$ cat config.mk
export PLATFORM = sky130hd
export DESIGN_NAME = seg7_scan_mux_flat
export DESIGN_NICKNAME = d
export VERILOG_FILES = /design/src/rtl/seg7_scan_mux_pkg.sv /design/src/rtl/seg7_scan_mux_if.sv /design/src/rtl/seg7_scan_mux_bcd_decode.sv /design/src/rtl/seg7_scan_mux.sv /design/src/flat_wrapper.sv
export SDC_FILE = /design/constraint.sdc
export NUM_CORES = 1
export LEC_CHECK = 0
export BUFFER_PORTS_ARGS = -buffer_cell sky130_fd_sc_hd__buf_4
export CAP_MARGIN = 20
export CORE_MARGIN = 2
export CORE_UTILIZATION = 60
export DETAILED_ROUTE_END_ITERATION = 10
export HOLD_SLACK_MARGIN = 0.03
export PLACE_DENSITY = 0.83
export SYNTH_ARGS = -nofsm -noshare
export SYNTH_HDL_FRONTEND = slang
export SYNTH_SLANG_ARGS = --single-unit
export TNS_END_PERCENT = 5
$ cat constraint.sdc
create_clock -name clk -period 3.5 [get_ports clk]
set_clock_uncertainty 0.1 [all_clocks]
set_input_delay 0.35 -clock clk [delete_from_list [all_inputs] [get_ports clk]]
set_output_delay 0.35 -clock clk [all_outputs]
set_load 0.005 [all_outputs]
$ cat src/rtl/seg7_scan_mux_pkg.sv
// Shared constants for the seven-segment scan driver.
// Segment vectors are active-high with bit0 = a through bit6 = g.
package seg7_pkg;

   // Bit positions of each segment inside a 7-bit segment vector
   localparam int SEG_A = 0;
   localparam int SEG_B = 1;
   localparam int SEG_C = 2;
   localparam int SEG_D = 3;
   localparam int SEG_E = 4;
   localparam int SEG_F = 5;
   localparam int SEG_G = 6;

   localparam logic [6:0] SEG_0     = 7'h3F;
   localparam logic [6:0] SEG_1     = 7'h06;
   localparam logic [6:0] SEG_2     = 7'h5B;
   localparam logic [6:0] SEG_3     = 7'h4F;
   localparam logic [6:0] SEG_4     = 7'h66;
   localparam logic [6:0] SEG_5     = 7'h6D;
   localparam logic [6:0] SEG_6     = 7'h7D;
   localparam logic [6:0] SEG_7     = 7'h07;
   localparam logic [6:0] SEG_8     = 7'h7F;
   localparam logic [6:0] SEG_9     = 7'h6F;
   // Middle bar only; marks a non-BCD nibble on the display
   localparam logic [6:0] SEG_DASH  = 7'h40;
   localparam logic [6:0] SEG_BLANK = 7'h00;

endpackage

$ cat src/rtl/seg7_scan_mux_if.sv
// Update channel into the scan driver: valid/ready handshake carrying a
// packed BCD word (nibble i = digit i, digit 0 rightmost) and dp bits.
interface seg7_scan_mux_if #(
   parameter int NUM_DIGITS = 4
);
   logic                      up_valid;
   logic                      up_ready;
   logic [4*NUM_DIGITS-1:0]   up_digits;
   logic [NUM_DIGITS-1:0]     up_dp;

   modport master (
      output up_valid,
      output up_digits,
      output up_dp,
      input  up_ready
   );

   modport slave (
      input  up_valid,
      input  up_digits,
      input  up_dp,
      output up_ready
   );
endinterface

$ cat src/rtl/seg7_scan_mux_bcd_decode.sv
// Combinational BCD to seven-segment decoder. Nibbles above 9 produce a
// dash so that a corrupted count is visibly flagged instead of blanked.
module seg7_bcd_decode
   import seg7_pkg::*;
(
   input  logic [3:0] bcd,
   output logic [6:0] seg
);

   // Map one BCD nibble onto its segment pattern
   always_comb begin
      seg = SEG_DASH;
      case (bcd)
         4'd0:    seg = SEG_0;
         4'd1:    seg = SEG_1;
         4'd2:    seg = SEG_2;
         4'd3:    seg = SEG_3;
         4'd4:    seg = SEG_4;
         4'd5:    seg = SEG_5;
         4'd6:    seg = SEG_6;
         4'd7:    seg = SEG_7;
         4'd8:    seg = SEG_8;
         4'd9:    seg = SEG_9;
         default: seg = SEG_DASH;
      endcase
   end

endmodule

$ cat src/rtl/seg7_scan_mux.sv
// Time-multiplexed common-cathode seven-segment driver.
// Accepts BCD words over a valid/ready channel, commits them only at frame
// boundaries (tear-free), and scans one digit per slot with a blanking gap
// at the start of each slot to suppress ghosting.
// Optional build macro SEG7_SCAN_LZB_EN enables leading-zero blanking.
module seg7_scan_mux
   import seg7_pkg::*;
#(
   parameter int NUM_DIGITS   = 4,
   parameter int SCAN_DIV     = 250,
   parameter int BLANK_CYCLES = 8
) (
   input  logic                  clk,
   input  logic                  reset,
   seg7_scan_mux_if.slave        up,
   output logic [6:0]            segments,
   output logic                  dp,
   output logic [NUM_DIGITS-1:0] digit_en,
   output logic                  frame_tick
);

   localparam int SLOT_W = (SCAN_DIV > 1)   ? $clog2(SCAN_DIV)   : 1;
   localparam int IDX_W  = (NUM_DIGITS > 1) ? $clog2(NUM_DIGITS) : 1;

   localparam logic [SLOT_W-1:0] SLOT_LAST = SLOT_W'(SCAN_DIV - 1);
   localparam logic [SLOT_W-1:0] BLANK_END = SLOT_W'(BLANK_CYCLES);
   localparam logic [IDX_W-1:0]  IDX_LAST  = IDX_W'(NUM_DIGITS - 1);
   localparam logic [NUM_DIGITS-1:0] EN_ONE = {{(NUM_DIGITS-1){1'b0}}, 1'b1};

   logic [SLOT_W-1:0]         slot_cnt_r;
   logic [IDX_W-1:0]          dig_idx_r;
   logic                      pend_r;
   logic [4*NUM_DIGITS-1:0]   pend_digits_r;
   logic [NUM_DIGITS-1:0]     pend_dp_r;
   logic [4*NUM_DIGITS-1:0]   disp_digits_r;
   logic [NUM_DIGITS-1:0]     disp_dp_r;

   logic                      boundary_s;
   logic                      xfer_s;
   logic                      commit_s;
   logic                      in_blank_s;
   logic [3:0]                nib_s;
   logic                      dp_sel_s;
   logic                      hide_s;
   logic [6:0]                dec_seg_s;

`ifdef SEG7_SCAN_LZB_EN
   logic [NUM_DIGITS-1:0]     blank_mask_r;

   // Walk down from the top digit; a digit stays hidden while it and every
   // digit above it are zero without dp. Digit 0 is never hidden.
   function automatic logic [NUM_DIGITS-1:0] lzb_mask(
      input logic [4*NUM_DIGITS-1:0] digits,
      input logic [NUM_DIGITS-1:0]   dps
   );
      logic [NUM_DIGITS-1:0] mask;
      logic                  leading;
      mask    = '0;
      leading = 1'b1;
      for (int i = NUM_DIGITS - 1; i >= 1; i--) begin
         leading = leading & (digits[4*i +: 4] == 4'd0) & ~dps[i];
         mask[i] = leading;
      end
      return mask;
   endfunction
`endif

   assign up.up_ready = ~pend_r;

   // Frame boundary detection and handshake qualifiers
   always_comb begin
      boundary_s = (slot_cnt_r == SLOT_LAST) && (dig_idx_r == IDX_LAST);
      xfer_s     = up.up_valid && !pend_r;
      commit_s   = boundary_s && pend_r;
      in_blank_s = (slot_cnt_r < BLANK_END);
   end

   // Select the nibble, dp bit and hide flag of the digit being scanned
   always_comb begin
      nib_s    = 4'd0;
      dp_sel_s = 1'b0;
      hide_s   = 1'b0;
      for (int i = 0; i < NUM_DIGITS; i++) begin
         nib_s    = (dig_idx_r == IDX_W'(i)) ? disp_digits_r[4*i +: 4] : nib_s;
         dp_sel_s = (dig_idx_r == IDX_W'(i)) ? disp_dp_r[i] : dp_sel_s;
`ifdef SEG7_SCAN_LZB_EN
         hide_s   = (dig_idx_r == IDX_W'(i)) ? blank_mask_r[i] : hide_s;
`else
         hide_s   = 1'b0;
`endif
      end
   end

   seg7_bcd_decode u_decode (
      .bcd (nib_s),
      .seg (dec_seg_s)
   );

   // Slot and digit scan counters
   always_ff @(posedge clk) begin
      if (reset) begin
         slot_cnt_r <= '0;
         dig_idx_r  <= '0;
      end else if (slot_cnt_r == SLOT_LAST) begin
         slot_cnt_r <= '0;
         dig_idx_r  <= (dig_idx_r == IDX_LAST) ? '0 : dig_idx_r + IDX_W'(1);
      end else begin
         slot_cnt_r <= slot_cnt_r + SLOT_W'(1);
      end
   end

   // Pending capture on handshake, commit to display at frame boundary
   always_ff @(posedge clk) begin
      if (reset) begin
         pend_r        <= 1'b0;
         pend_digits_r <= '0;
         pend_dp_r     <= '0;
         disp_digits_r <= '0;
         disp_dp_r     <= '0;
`ifdef SEG7_SCAN_LZB_EN
         blank_mask_r  <= lzb_mask('0, '0);
`endif
      end else if (commit_s) begin
         pend_r        <= 1'b0;
         disp_digits_r <= pend_digits_r;
         disp_dp_r     <= pend_dp_r;
`ifdef SEG7_SCAN_LZB_EN
         blank_mask_r  <= lzb_mask(pend_digits_r, pend_dp_r);
`endif
      end else if (xfer_s) begin
         pend_r        <= 1'b1;
         pend_digits_r <= up.up_digits;
         pend_dp_r     <= up.up_dp;
      end else begin
         pend_r        <= pend_r;
      end
   end

   // Registered display outputs, dark during the blanking gap
   always_ff @(posedge clk) begin
      if (reset) begin
         segments   <= SEG_BLANK;
         dp         <= 1'b0;
         digit_en   <= '0;
         frame_tick <= 1'b0;
      end else begin
         frame_tick <= boundary_s;
         if (in_blank_s || hide_s) begin
            segments <= SEG_BLANK;
            dp       <= 1'b0;
            digit_en <= '0;
         end else begin
            segments <= dec_seg_s;
            dp       <= dp_sel_s;
            digit_en <= EN_ONE << dig_idx_r;
         end
      end
   end

endmodule
$ cat src/flat_wrapper.sv
// flat-port wrapper written by rule: the top's interface ports become plain ports
module seg7_scan_mux_flat import seg7_pkg::*;
#(
   parameter int NUM_DIGITS   = 4,
   parameter int SCAN_DIV     = 250,
   parameter int BLANK_CYCLES = 8
)
  (clk, reset, segments, dp, digit_en, frame_tick, up_up_valid, up_up_digits, up_up_dp, up_up_ready);
  seg7_scan_mux_if #(.NUM_DIGITS(NUM_DIGITS)) up_i ();
  input  logic clk;
  input  logic reset;
  output logic [6:0] segments;
  output logic dp;
  output logic [NUM_DIGITS-1:0] digit_en;
  output logic frame_tick;
  input wire logic [$bits(up_i.up_valid)-1:0] up_up_valid;
  input wire logic [$bits(up_i.up_digits)-1:0] up_up_digits;
  input wire logic [$bits(up_i.up_dp)-1:0] up_up_dp;
  output wire logic [$bits(up_i.up_ready)-1:0] up_up_ready;
  assign up_i.up_valid = up_up_valid;
  assign up_i.up_digits = up_up_digits;
  assign up_i.up_dp = up_up_dp;
  assign up_up_ready = up_i.up_ready;
  seg7_scan_mux #(.NUM_DIGITS(NUM_DIGITS), .SCAN_DIV(SCAN_DIV), .BLANK_CYCLES(BLANK_CYCLES)) u_core (.clk(clk), .reset(reset), .up(up_i), .segments(segments), .dp(dp), .digit_en(digit_en), .frame_tick(frame_tick));
endmodule
==> results of run 1 <==
## registers in the layout, summed over array words and instances, names as in the netlist
register and cells:
u_core.segments 7, u_core.slot_cnt_r 8, u_core.dig_idx_r 2, u_core.disp_dp_r 4, u_core.disp_digits_r 16, u_core.frame_tick 1, u_core.pend_r 1, u_core.pend_dp_r 4
u_core.dp 1, u_core.digit_en 4, u_core.pend_digits_r 16
## path summary, 6_finish.rpt
| path | depth (start not counted) | endpoint | from |
|---|---|---|---|
| hold / removal | 3 | u_core.pend_dp_r[1] | up_up_dp[1] |
| setup reg to reg | 8 | u_core.segments[3] | u_core.dig_idx_r[0] |
| setup / recovery | 8 | u_core.segments[3] | u_core.dig_idx_r[0] |
| hold reg to reg | 2 | u_core.pend_digits_r[8] | u_core.pend_digits_r[8] |
## per-layer routing
layer,wire [um],vias up,GRT usage,part of all wire
met2,2430,51,0.354,0.48
met3,221,15,0.0693,0.043
met1,2310,928,0.274,0.45
li1,-,1037,-,-
met4,140,0,0.109,0.027
met5,0,-,0,0
## where the power goes
part           switching [W]  internal [W]  total [W]
registers          0.0000108      0.000746   0.000756
clock network       0.000262      0.000384   0.000645
logic              0.0000331     0.0000308  0.0000639
total               0.000305       0.00116    0.00147
## cells in the final DEF (no fill, tap or decap), types with 2 or more instances in the layout
cell      synthesis  layout
nand2_1          47      47
buf_4             2      39
o21ai_0           2       2
ha_1              9       9
a211o_1           3       3
a211oi_1          5       5
clkbuf_8          0      12
inv_1             9       9
nand3b_1          4       4
nand3_1           2       2
xor2_1            2       2
a21oi_1          27      27
xnor2_1           4       4
a221o_1           2       2
nor2b_1           4       4
or3_1             3       3
o211ai_1          2       2
mux2i_1          21      21
nor2_1           33      33
dfxtp_1          64      64
nor3_1            5       5
nor3b_1           5       5
## stage by stage
stage          power (W)  area, um2  hold WS, ps  std cells  setup WS [ps]
3_5_place_dp    0.000838       2890          348        359            987
3_3_place_gp    0.000835       2890          345        359           1180
4_1_cts          0.00148       3100          149        374            960
2_1_floorplan   0.000807       2630          331        286           1270
5_1_grt          0.00152       3100          149        374            772
6_report         0.00147       3100          156        374            930
## final cells by class
cell class	instances	share of cell area
inverters	9	0.0109
clock buffers	13	0.0545
repair buffers	39	0.0945
multi-input cells	195	0.393
flip-flops and latches	64	0.414
well taps	52	0.0210
clock inverters	2	0.0121
## logic make-up (layout without fill, tap and decap cells)
| group | Yosys count | after routing | share of synthesized area |
|---|---|---|---|
| AO/OA/AOI/OAI | 48 | 48 | 0.119 |
| XOR/XNOR | 6 | 6 | 0.0200 |
| adder cells (fa/ha/maj) | 9 | 9 | 0.0428 |
| buffers and inverters | 27 | 63 | 0.0528 |
| flip-flops | 64 | 64 | 0.487 |
| multiplexers | 22 | 22 | 0.0857 |
| AND/OR/NAND/NOR | 110 | 110 | 0.192 |
## tightest hold or removal path: cells and delay by family
family | cells | cell delay (ps)
compound gates | 1 | 50
buf+inv | 1 | 110
simple gates | 1 | 40
==> reports/summary.txt, run 1 <==
Antenna-violating nets left - 0
Required time worst endpoint - 3630 ps
Top cell type by total area after synthesis - dfxtp_1
Max Slew Vio Count - 0
Mapped Nets - 318
Die span in y - 70.2 um
Leak pwr - 1.23 nW
Fmax achieved - 0.389 GHz
Die width - 70.2 um
Crit path capture type - register
Cts bufs inserted - 9
Status - completed
Nets - 350
Buf/Inv on CP - 2
Asr flop ratio synth - 0
Max FO, Critical Path - 10
N_diodes - 0
CTS tree - built
Top FF cell, synth - dfxtp_1
WP data arrival - 2700 ps
Initial core utilization - 0.612
Sequential fraction of the synthesis area - 0.487
Worst-Margin Slew - 660 ps
Largest net degree at the start of global routing - 47
Initial DRC count - 78
Worst Path Class, Setup - reg2reg
Vias - 2031
I/O pin count - 37
Unique masters post-synth - 42
Max incr delay on CP - 430 ps
Area occupied by multi-input gates - 1220 um2
Total GRT Usage - 0.223
Hpwl dp - 3260 um
IO buf count - 36
Global-route wire length before repair - 8450 um
Top cells by area in the synthesized netlist - dfxtp_1, mux2i_1, nand2_1
Cell Area, Synth - 2630 um2
Max VDD drop - 0.269 mV
Clk buf depth - 2
Top-area cell type share of the netlist area - 0.487
Power Density - 473 nW/um2
Final worst-path cycle share - 0.734
Setup crit start kind - register
Synthesis-to-layout area growth - 17.8%
WL final - 5110 um
Synth cell count leaders - dfxtp_1, nand2_1, nor2_1
Maxcap violations - 0
Leading cell type by number of instances after synthesis - dfxtp_1
Hold_buf cts - 0
Synth Area per Inst - 9.19 um2
Die ar. - 4930 um2
TritonRoute pass-1 iters - 4
# setup viols final - 0
Post-CTS Setup Bufs - 0
Avg Vias per Cell - 5.43
Final hold violation count - 0
Wire per inst - 13.6 um
Layout fillers - 341
Vias in the first global route - 1868
Unrepaired setup endpoints after global routing - false
Gate Count Post-Synth - 286
Routability cong. - 0.752
Sink Count - 64
Register area - 1280 um2
Post-synth EDFFs - 0
Crit-path cells - inv_1 > ha_1 > a211oi_1 > a211o_1 > inv_1 > ha_1 > a21oi_1 > a2111oi_2
Antenna violations before repair - 0
Post-cts sizing count - 0
Crit path time final - 2570 ps
Yosys warnings - 0
# rows - 24
CTS root buf - clkbuf_8
Clock transition at path regs - 70 ps
Share of post-route cells with drive strength above 1 - 0.183
Yosys reg bits - 64
Final TNS setup - 0 ps
R2R setup slack - 930 ps
Final Util - 0.721
Crit-path slowest cell - dfxtp_1
Worst rel slew slack - 0.559
Crit-path leading delay family - compound AO/OA/AOI/OAI gates
Core ar. - 4290 um2
H-tree levels - 3
Worst min-delay path class - in2reg
Clock Latency Late Sink - 340 ps
Gr ovfl total - 0
DRC - 0
Power figures use the tool's default switching activity.
==> run 2, diff against run 1 <==
--- a/config.mk
+++ b/config.mk
@@ -8,10 +8,10 @@
 export BUFFER_PORTS_ARGS = -buffer_cell sky130_fd_sc_hd__buf_4
 export CAP_MARGIN = 20
 export CORE_MARGIN = 2
-export CORE_UTILIZATION = 60
+export CORE_UTILIZATION = 51
 export DETAILED_ROUTE_END_ITERATION = 10
 export HOLD_SLACK_MARGIN = 0.03
-export PLACE_DENSITY = 0.83
+export PLACE_DENSITY = 0.75
 export SYNTH_ARGS = -nofsm -noshare
 export SYNTH_HDL_FRONTEND = slang
 export SYNTH_SLANG_ARGS = --single-unit
==> constraint.sdc (replaced) <==
create_clock -name clk -period 2.2 [get_ports clk]
set_clock_uncertainty 0.1 [all_clocks]
set_input_delay 0.22 -clock clk [delete_from_list [all_inputs] [get_ports clk]]
set_output_delay 0.22 -clock clk [all_outputs]
set_load 0.005 [all_outputs]
==> reports/summary.txt, run 2 (synthesized netlist as in run 1, its figures left out) <==
Crit-path leading delay family - compound AO/OA/AOI/OAI gates (unchanged)
CTS root buf - clkbuf_8 (unchanged)
Crit path top cell by count - inv_1
Die ar. - 5740 um2 (was 4930 um2)
Global-route wire length before repair - 8350 um (was 8450 um)
Buf/Inv on CP - 2 (unchanged)
Cts bufs inserted - 9 (unchanged)
Max incr delay on CP - 390 ps (was 430 ps)
Leak pwr - 1.38 nW (was 1.23 nW)
Initial DRC count - 67 (was 78)
H-tree levels - 3 (unchanged)
Hold Path Stages - 3 (unchanged)
Layout fillers - 421 (was 341)
Status - completed (unchanged)
Nets - 381 (was 350)
I/O pin count - 37 (unchanged)
Internal power - 0.00193 W (was 0.00116 W)
Switching share of power - 0.201 (was 0.208)
Setup crit start kind - register (unchanged)
Avg Vias per Cell - 5.02 (was 5.43)
Routability cong. - 0.795 (was 0.752)
Final worst-path cycle share - 0.948 (was 0.734)
Crit path time final - 2080 ps (was 2570 ps)
Post-CTS Setup Bufs - 0 (unchanged)
Power Density - 696 nW/um2 (was 473 nW/um2)
CTS tree - built (unchanged)
N_diodes - 0 (unchanged)
Antenna-violating nets left - 0 (unchanged)
Worst min-delay path class - in2reg (unchanged)
Flop pwr share - 0.499 (was 0.516)
Worst reg-to-reg path cell count - 8 (unchanged)
Die span in y - 75.8 um (was 70.2 um)
Initial core utilization - 0.521 (was 0.612)
Core ar. - 5040 um2 (was 4290 um2)
Combinational share of power - 0.054 (was 0.044)
Biggest regs - u_core.disp_digits_r x16, u_core.pend_digits_r x16, u_core.slot_cnt_r x8 (unchanged)
Most frequent cells in the layout - dfxtp_1, buf_4, nand2_1, nor2_1, a21oi_1 (was dfxtp_1, nand2_1, buf_4, nor2_1, a21oi_1)
Commonest non-fill, non-tap cell in the layout - dfxtp_1 (unchanged)
Non-Filler Instances - 424 (was 374)
Die width - 75.8 um (was 70.2 um)
Unrepaired setup endpoints after global routing - true (was false)
Share of post-route cells with drive strength above 1 - 0.226 (was 0.183)
CP Depth - 8 (unchanged)
Worst rel slew slack - 0.546 (was 0.559)
Gr ovfl total - 0 (unchanged)
Fmax achieved - 0.480 GHz (was 0.389 GHz)
# setup viols final - 0 (unchanged)
Vias in the first global route - 1865 (was 1868)
Synthesis-to-layout area growth - 31.7% (was 17.8%)
Clock Latency Late Sink - 340 ps (about the same)
TritonRoute pass-1 iters - 4 (unchanged)
Max FO, Critical Path - 8 (was 10)
Max VDD drop - 0.482 mV (was 0.269 mV)
Net Sw Power - 0.000484 W (was 0.000305 W)
# rows - 26 (was 24)
DRC - 0 (unchanged)
Clock power frac - 0.447 (was 0.440)
Crit-path cells - inv_1 > ha_2 > a211oi_2 > a221o_2 > inv_1 > ha_1 > or3_1 > a21oi_1 (was inv_1 > ha_1 > a211oi_1 > a211o_1 > inv_1 > ha_1 > a21oi_1 > a2111oi_2)
Required time worst endpoint - 2370 ps (was 3630 ps)
Antenna violations before repair - 0 (unchanged)
Total GRT Usage - 0.198 (was 0.223)
WL final - 5060 um (was 5110 um)
Wire per inst - 11.9 um (was 13.6 um)
Largest net degree at the start of global routing - 42 (was 47)
WP data arrival - 2250 ps (was 2700 ps)
Clock transition at path regs - 70 ps (about the same)
Maxcap violations - 0 (unchanged)
Sink Count - 64 (unchanged)
Crit-path slowest cell - dfxtp_2 (was dfxtp_1)
Final hold violation count - 0 (unchanged)
Placed Cells - 389 (was 359)
Max Slew Vio Count - 0 (unchanged)
Vias - 2128 (was 2031)
Hpwl dp - 3320 um (was 3260 um)
Worst-Margin Slew - 679 ps (was 660 ps)
Crit path capture type - register (unchanged)
Final TNS setup - 0 ps (unchanged)
Worst Path Class, Setup - reg2reg (unchanged)
Clk buf depth - 2 (unchanged)
IO buf count - 36 (unchanged)
==> run 2: cell types whose count changed in the layout (fill, tap and decap cells not counted), moves of 2 or more <==
cell           before  now
buf_4              39   50
clkbuf_1            1    3
clkbuf_8           12   10
dfxtp_1            64   62
dfxtp_2             0    2
dlygate4sd3_1       0   19
ha_1                9    5
ha_2                0    3
==> run 2: what timing repair did <==
action                                  CTS  global route
hold buffers                             18             1
gates resized for setup                   0            10
endpoints found under the hold margin    20             1
endpoints found under the setup margin    2             7
==> run 2: final cells by class <==
type	instances	area, um2	share of cell area
Sequential cell	64	1280	0.371
Timing Repair Buffer	70	586	0.169
Clock inverter	3	65.1	0.0188
Inverter	9	33.8	0.00976
Clock buffer	13	149	0.0430
Multi-Input combinational cell	195	1260	0.363
Tap cell	70	87.6	0.0253
==> run 2: worst paths after layout <==
check | from | to | slack, ps
worst max-delay path | u_core.dig_idx_r[0] | u_core.segments[5] | 120
worst max register to register | u_core.dig_idx_r[0] | u_core.segments[5] | 120
worst min-delay path | up_up_digits[11] | u_core.pend_digits_r[11] | 40
worst min register to register | u_core.pend_digits_r[14] | u_core.pend_digits_r[14] | 350
==> run 2: power groups by stage <==
stage                     sequential [W]  clock (W)  combinational, W
after floorplan                  0.00122          0         0.0000593
after global placement           0.00123          0          0.000101
after detailed placement         0.00123          0          0.000103
after CTS                        0.00120    0.00110          0.000129
after global routing             0.00121    0.00117          0.000147
final                            0.00120    0.00108          0.000130
==> run 2: worst min-delay path: stages <==
cell and delay (ps):
buf_4 110, nand2_1 50, a21oi_1 60
==> run 2: routing by layer <==
| metal | vias up | global-route usage | routed length, um |
|---|---|---|---|
| li1 | 1102 | - | - |
| met1 | 982 | 0.232 | 2300 |
| met2 | 37 | 0.313 | 2440 |
| met3 | 7 | 0.103 | 245 |
| met4 | 0 | 0.0643 | 80 |
| met5 | - | 0 | 0 |
==> run 2: per-stage QoR <==
step | power [W] | hold slack [ps] | util | setup slack, ps | instance area [um2]
6_report | 0.00241 | 42.5 | 0.687 | 115 | 3460
4_1_cts | 0.00243 | 30.9 | 0.676 | -45.3 | 3410
3_3_place_gp | 0.00133 | 326 | 0.598 | 65.3 | 3020
2_1_floorplan | 0.00128 | 256 | - | 1.71 | 2630
5_1_grt | 0.00252 | 42.9 | 0.687 | -9.89 | 3460
3_5_place_dp | 0.00133 | 327 | 0.598 | -30.9 | 3020
